`config.mk`:
```
export PLATFORM = sky130hd
export DESIGN_NAME = data_memory_responder
export DESIGN_NICKNAME = d
export VERILOG_FILES = /design/src/rtl/data_memory_responder.sv
export SDC_FILE = /design/constraint.sdc
export NUM_CORES = 1
export LEC_CHECK = 0
export BUFFER_PORTS_ARGS = -buffer_cell sky130_fd_sc_hd__buf_2
export CORE_ASPECT_RATIO = 0.5
export CORE_MARGIN = 8
export CORE_UTILIZATION = 61
export DETAILED_ROUTE_END_ITERATION = 7
export PLACE_DENSITY_LB_ADDON = 0.3
export SYNTH_ARGS = -nofsm -noshare
export SYNTH_HDL_FRONTEND = slang
export SYNTH_SLANG_ARGS = --single-unit
export TNS_END_PERCENT = 5
```
`constraint.sdc`:
```
create_clock -name clk -period 4.4 [get_ports clk]
set_input_delay 0 -clock clk [delete_from_list [all_inputs] [get_ports clk]]
set_output_delay 0 -clock clk [all_outputs]
set_load 0.005 [all_outputs]
```
`src/rtl/data_memory_responder.sv`:
```
// Multi-cycle data-memory responder: one load/store at a time over a
// valid/ready request handshake, fixed access latency, valid/ready response.
//
// state | meaning
// ------+-----------------------------------------------------------------
// IDLE  | req_ready=1, waiting for a request; captures fields on accept
// WAIT  | latency countdown; access is performed on the edge leaving WAIT
// RESP  | rsp_valid=1, outputs held until rsp_ready
//
// The counter is loaded with LATENCY-1 and WAIT exits on the edge where it
// reads 0, so rsp_valid rises exactly LATENCY edges after acceptance for
// every legal LATENCY (1 included, which spends a single cycle in WAIT).
module data_memory_responder #(
  parameter int DEPTH   = 32,
  parameter int LATENCY = 2
) (
  input  logic        clk,
  input  logic        reset,
  input  logic        req_valid,
  output logic        req_ready,
  input  logic        req_write,
  input  logic [2:0]  req_funct3,
  input  logic [31:0] req_addr,
  input  logic [31:0] req_wdata,
  output logic        rsp_valid,
  input  logic        rsp_ready,
  output logic [31:0] rsp_rdata,
  output logic        rsp_error
);

  localparam int IW = (DEPTH > 1) ? $clog2(DEPTH) : 1;

  typedef enum logic [1:0] {IDLE, WAIT, RESP} state_t;

  state_t      state, state_nx;
  logic [3:0]  cnt, cnt_nx;
  logic        capture, fire;

  logic        wr_q;
  logic [2:0]  f3_q;
  logic [31:0] addr_q;
  logic [31:0] wdata_q;

  logic [31:0] memory [DEPTH];

  logic [IW-1:0] idx;
  logic [31:0]   word_rd;
  logic          f3_ok, misaligned, out_of_range, err;
  logic [7:0]    byte_sel;
  logic [15:0]   half_sel;
  logic [31:0]   load_data;
  logic [31:0]   store_word;

  assign idx       = addr_q[IW+1:2];
  assign word_rd   = memory[idx];
  assign req_ready = (state == IDLE) && reset;
  assign rsp_valid = (state == RESP);

  // Request legality, judged on the captured fields
  always_comb begin
    f3_ok        = 1'b0;
    misaligned   = 1'b0;
    out_of_range = 1'b0;
    if (wr_q) f3_ok = (f3_q == 3'b000) || (f3_q == 3'b001) || (f3_q == 3'b010);
    else      f3_ok = (f3_q == 3'b000) || (f3_q == 3'b001) || (f3_q == 3'b010) ||
                      (f3_q == 3'b100) || (f3_q == 3'b101);
    if ((f3_q[1:0] == 2'b01) && addr_q[0])           misaligned = 1'b1;
    if ((f3_q[1:0] == 2'b10) && (addr_q[1:0] != 2'b00)) misaligned = 1'b1;
    out_of_range = (addr_q[31:2] >= 30'(DEPTH));
    err = !f3_ok || misaligned || out_of_range;
  end

  // Lane selection and extension for loads, lane merge for stores
  always_comb begin
    byte_sel   = 8'h00;
    half_sel   = addr_q[1] ? word_rd[31:16] : word_rd[15:0];
    load_data  = 32'h0;
    store_word = word_rd;
    case (addr_q[1:0])
      2'b00:   byte_sel = word_rd[7:0];
      2'b01:   byte_sel = word_rd[15:8];
      2'b10:   byte_sel = word_rd[23:16];
      default: byte_sel = word_rd[31:24];
    endcase
    case (f3_q)
      3'b000:  load_data = {{24{byte_sel[7]}}, byte_sel};
      3'b001:  load_data = {{16{half_sel[15]}}, half_sel};
      3'b010:  load_data = word_rd;
      3'b100:  load_data = {24'h0, byte_sel};
      3'b101:  load_data = {16'h0, half_sel};
      default: load_data = 32'h0;
    endcase
    case (f3_q[1:0])
      2'b00: begin
        case (addr_q[1:0])
          2'b00:   store_word[7:0]   = wdata_q[7:0];
          2'b01:   store_word[15:8]  = wdata_q[7:0];
          2'b10:   store_word[23:16] = wdata_q[7:0];
          default: store_word[31:24] = wdata_q[7:0];
        endcase
      end
      2'b01: begin
        if (addr_q[1]) store_word[31:16] = wdata_q[15:0];
        else           store_word[15:0]  = wdata_q[15:0];
      end
      default: store_word = wdata_q;
    endcase
  end

  // Next-state, counter and capture/access strobes
  always_comb begin
    state_nx = state;
    cnt_nx   = cnt;
    capture  = 1'b0;
    fire     = 1'b0;
    case (state)
      IDLE: begin
        if (req_valid) begin
          capture  = 1'b1;
          cnt_nx   = 4'(LATENCY - 1);
          state_nx = WAIT;
        end
      end
      WAIT: begin
        if (cnt == 4'd0) begin
          fire     = 1'b1;
          state_nx = RESP;
        end else begin
          cnt_nx = cnt - 4'd1;
        end
      end
      RESP: begin
        if (rsp_ready) state_nx = IDLE;
      end
      default: state_nx = IDLE;
    endcase
  end

  // State, counter, captured request and registered response
  always_ff @(posedge clk or negedge reset) begin
    if (!reset) begin
      state     <= IDLE;
      cnt       <= 4'd0;
      wr_q      <= 1'b0;
      f3_q      <= 3'b000;
      addr_q    <= 32'h0;
      wdata_q   <= 32'h0;
      rsp_rdata <= 32'h0;
      rsp_error <= 1'b0;
    end else begin
      state <= state_nx;
      cnt   <= cnt_nx;
      if (capture) begin
        wr_q    <= req_write;
        f3_q    <= req_funct3;
        addr_q  <= req_addr;
        wdata_q <= req_wdata;
      end
      if (fire) begin
        rsp_error <= err;
        rsp_rdata <= (err || wr_q) ? 32'h0 : load_data;
      end else if ((state == RESP) && rsp_ready) begin
        rsp_error <= 1'b0;
        rsp_rdata <= 32'h0;
      end
    end
  end

  // Storage array; not reset, so a store committed before reset survives it
  always_ff @(posedge clk) begin
    if (fire && wr_q && !err) memory[idx] <= store_word;
  end

endmodule

```
==> results.json <==
{
  "outcome": "complete, but fails checks",
  "violations": "DRC",
  "pin_count": 107,
  "die_h_um": 207,
  "ys_seq_elements": 1131,
  "dpl.cell_count": 3317,
  "fin_crit_ns": 3.96,
  "fin_tns_setup_ns": 0,
  "p_leak_nw": 17.1,
  "grt_pass1_vias": 25100,
  "grt_util_met3": 0.0759,
  "grt.busiest_layer": "met2",
  "htree_levels": 3,
  "finalNonFillerCells": 3559,
  "holdWs_ns": 0.0993,
  "synth_commonest_cells": "edfxtp_1 (1,024), mux4_2 (200), mux2i_1 (133), a22oi_1 (118), dfrtp_1 (107)",
  "fmax_ghz": 0.252,
  "hold_viol": 0,
  "drive_gt1_frac": 0.272,
  "cts_buffers": 93,
  "antenna_found_initial": 1,
  "layout.nets": 2586,
  "layout_setup_ws_ns": 0.436,
  "ctsHoldBuffers": 72,
  "dp_slack_ns": 0.519,
  "grt_max_degree": 74,
  "place.gp.congestion": 0.902,
  "crit_arrival_ns": 4.48,
  "cts_setup_buffers": 0,
  "seq_area_frac_synth": 0.753,
  "grt_use_met1": 0.421,
  "synth_nets": 2314,
  "core-area_um2": 72500,
  "post-dp-hpwl_um": 68700,
  "seqCellArea_um2": 33400,
  "wirelength_um": 125000,
  "yosysTopAreaCell": "edfxtp_1",
  "swShare": 0.352,
  "synth_warnings": 0,
  "slew_headroom": 0.116,
  "power_frac_seq": 0.431,
  "synth_area_leaders": "edfxtp_1 (69%), mux4_2 (10%), dfrtp_1 (6.0%)",
  "crit_chain": "buf_12, mux2i_1, o22ai_1, nor4_2, nand2_2, o211ai_2, and2_1, o21ai_1",
  "clkPwrFrac": 0.220,
  "period_share": 0.901,
  "syn_area_um2": 44400,
  "slowest_stage": "dfrtp_4",
  "path_class": "flop to flop",
  "num_vias": 25300,
  "die_area_um2": 82200,
  "rows": 70,
  "vias_per_cell": 7.10,
  "multiInputGateArea_um2": 10500,
  "grt_pass1_wl_um": 178000,
  "cts_buffer_depth": 3,
  "cp_top_family": "simple AND/OR/NAND/NOR gates",
  "clock_skew_ns": 0.0250,
  "drt_iter0_markers": 4097,
  "drc": 1,
  "firstDrtPassIters": 8,
  "synth-main-ff-cell": "edfxtp_1",
  "syn_inst": 2240,
  "grt_use_total": 0.304,
  "place_area_um2": 47200,
  "fp.dieW_um": 398,
  "setup_viol": 0,
  "switchingPower_mw": 13.2,
  "cap_viol_max_count": 0,
  "p_int_mw": 24.3,
  "ys_types": 59,
  "async_flop_share": 0.0946,
  "ir_worst_vdd_mv": 0.563,
  "worst_ep_required_time_ns": 4.91,
  "initial_utilization": 0.612,
  "cts_resized": 0,
  "max_stage_delay_ns": 0.86,
  "root_buffer": "clkbuf_16",
  "cp-end-kind": "flop",
  "path_clk_slew_ns": 0.07,
  "worst_slew_pin_slew_ns": 1.33,
  "cp_num_buf_inv": 1,
  "nFillCells": 4319,
  "clk_latency_ns": 0.67,
  "synth.most_common_cell": "edfxtp_1",
  "cts_tree": "done",
  "p_comb_frac": 0.349,
  "hp-class": "primary input to flop",
  "rsz0062_at_grt": "false",
  "design_area_um2": 50800,
  "clock-sinks": 1131,
  "cp-start-kind": "flop",
  "io_buffers": 106,
  "grt.overflow.total": 0,
  "use_met2": 0.474,
  "syn_area_per_cell_um2": 19.8,
  "avgRoutedWirePerCell_um": 35.0,
  "synth_top_area_share": 0.692,
  "ant_nets": 0,
  "syn_to_final_growth_pct": 14.5,
  "synth_edf_count": 1024,
  "p_per_area_nw_per_um2": 737,
  "crit_fanout": 60,
  "slew_viol_final": 0
}
-- area by class of cell --
| cell class | count | area share |
|---|---|---|
| Timing Repair Buffer | 312 | 0.0541 |
| Sequential cell | 1131 | 0.658 |
| Antenna cell | 1 | 0.0000492 |
| Clock buffer | 134 | 0.0510 |
| Inverter | 8 | 0.000591 |
| Clock inverter | 35 | 0.00660 |
| Tap cell | 972 | 0.0239 |
| Multi-Input combinational cell | 966 | 0.206 |
-- cells in the final DEF (no fill, tap or decap), types with 37 or more instances in the layout --
cell and instances:
a22oi_1 118, buf_12 38, buf_2 105, buf_4 97, clkbuf_16 96, dfrtp_1 105
dlygate4sd3_1 71, edfxtp_1 1024, mux2_2 68, mux2i_1 133, mux4_2 200, nand2_1 78
o21ai_1 37, o22ai_1 56
-- power by group through the flow --
stage               logic (mW)  registers (mW)  clock network, mW
finish                    13.1            16.2               8.24
global route              13.6            16.2               8.65
CTS                       12.7            16.1               8.26
detailed placement        12.5            16.4                  0
global placement          12.2            16.4                  0
floorplan                 7.98            16.1                  0
-- cells by family after synthesis --
family | Yosys count | share of synthesized area
and+or+nand+nor | 259 | 0.0321
buffers and inverters | 143 | 0.0188
muxes | 401 | 0.149
DFF | 1131 | 0.753
AOI/OAI and AO/OA | 302 | 0.0470
adders and majority gates | 2 | 0.000563
xor gates and xnor gates | 2 | 0.000394
-- metrics by stage --
| step | power, mW | utilization |
|---|---|---|
| finish | 37.5 | 0.701 |
| global route | 38.4 | 0.701 |
| CTS | 37.1 | 0.701 |
| detailed placement | 28.9 | 0.651 |
| global placement | 28.6 | 0.651 |
| floorplan | 24.1 | - |
-- layer usage --
layer | vias to the layer above | part of all wire
met5 | - | 0
met4 | 0 | 0.047
met3 | 371 | 0.14
met2 | 2140 | 0.46
met1 | 12900 | 0.35
li1 | 9859 | -
-- path summary, 6_finish.rpt --
check | startpoint | to | slack, ns | cells after the start
setup / recovery | addr_q[2] | rsp_rdata[13] | 0.44 | 8
hold / removal | req_wdata[3] | wdata_q[3] | 0.1 | 3
setup reg to reg | addr_q[2] | rsp_rdata[13] | 0.44 | 8
hold reg to reg | rsp_rdata[21] | rsp_rdata[21] | 0.48 | 1
max in group asynchronous | reset | wdata_q[23] | 3.03 | 4
min in group asynchronous | reset | f3_q[0] | 0.51 | 4
-- worst min-delay path, stage by stage --
cell	delay, ns
dlygate4sd3_1	0.52
buf_2	0.09
mux2_2	0.13
-- registers in the layout, indices dropped and copies added (netlist names) --
signal and flops:
addr_q 32, memory 1024, cnt 4, state 2
wdata_q 32, rsp_error 1, f3_q 3, wr_q 1
rsp_rdata 32
Note: power is estimated with default switching activity, not from simulation.
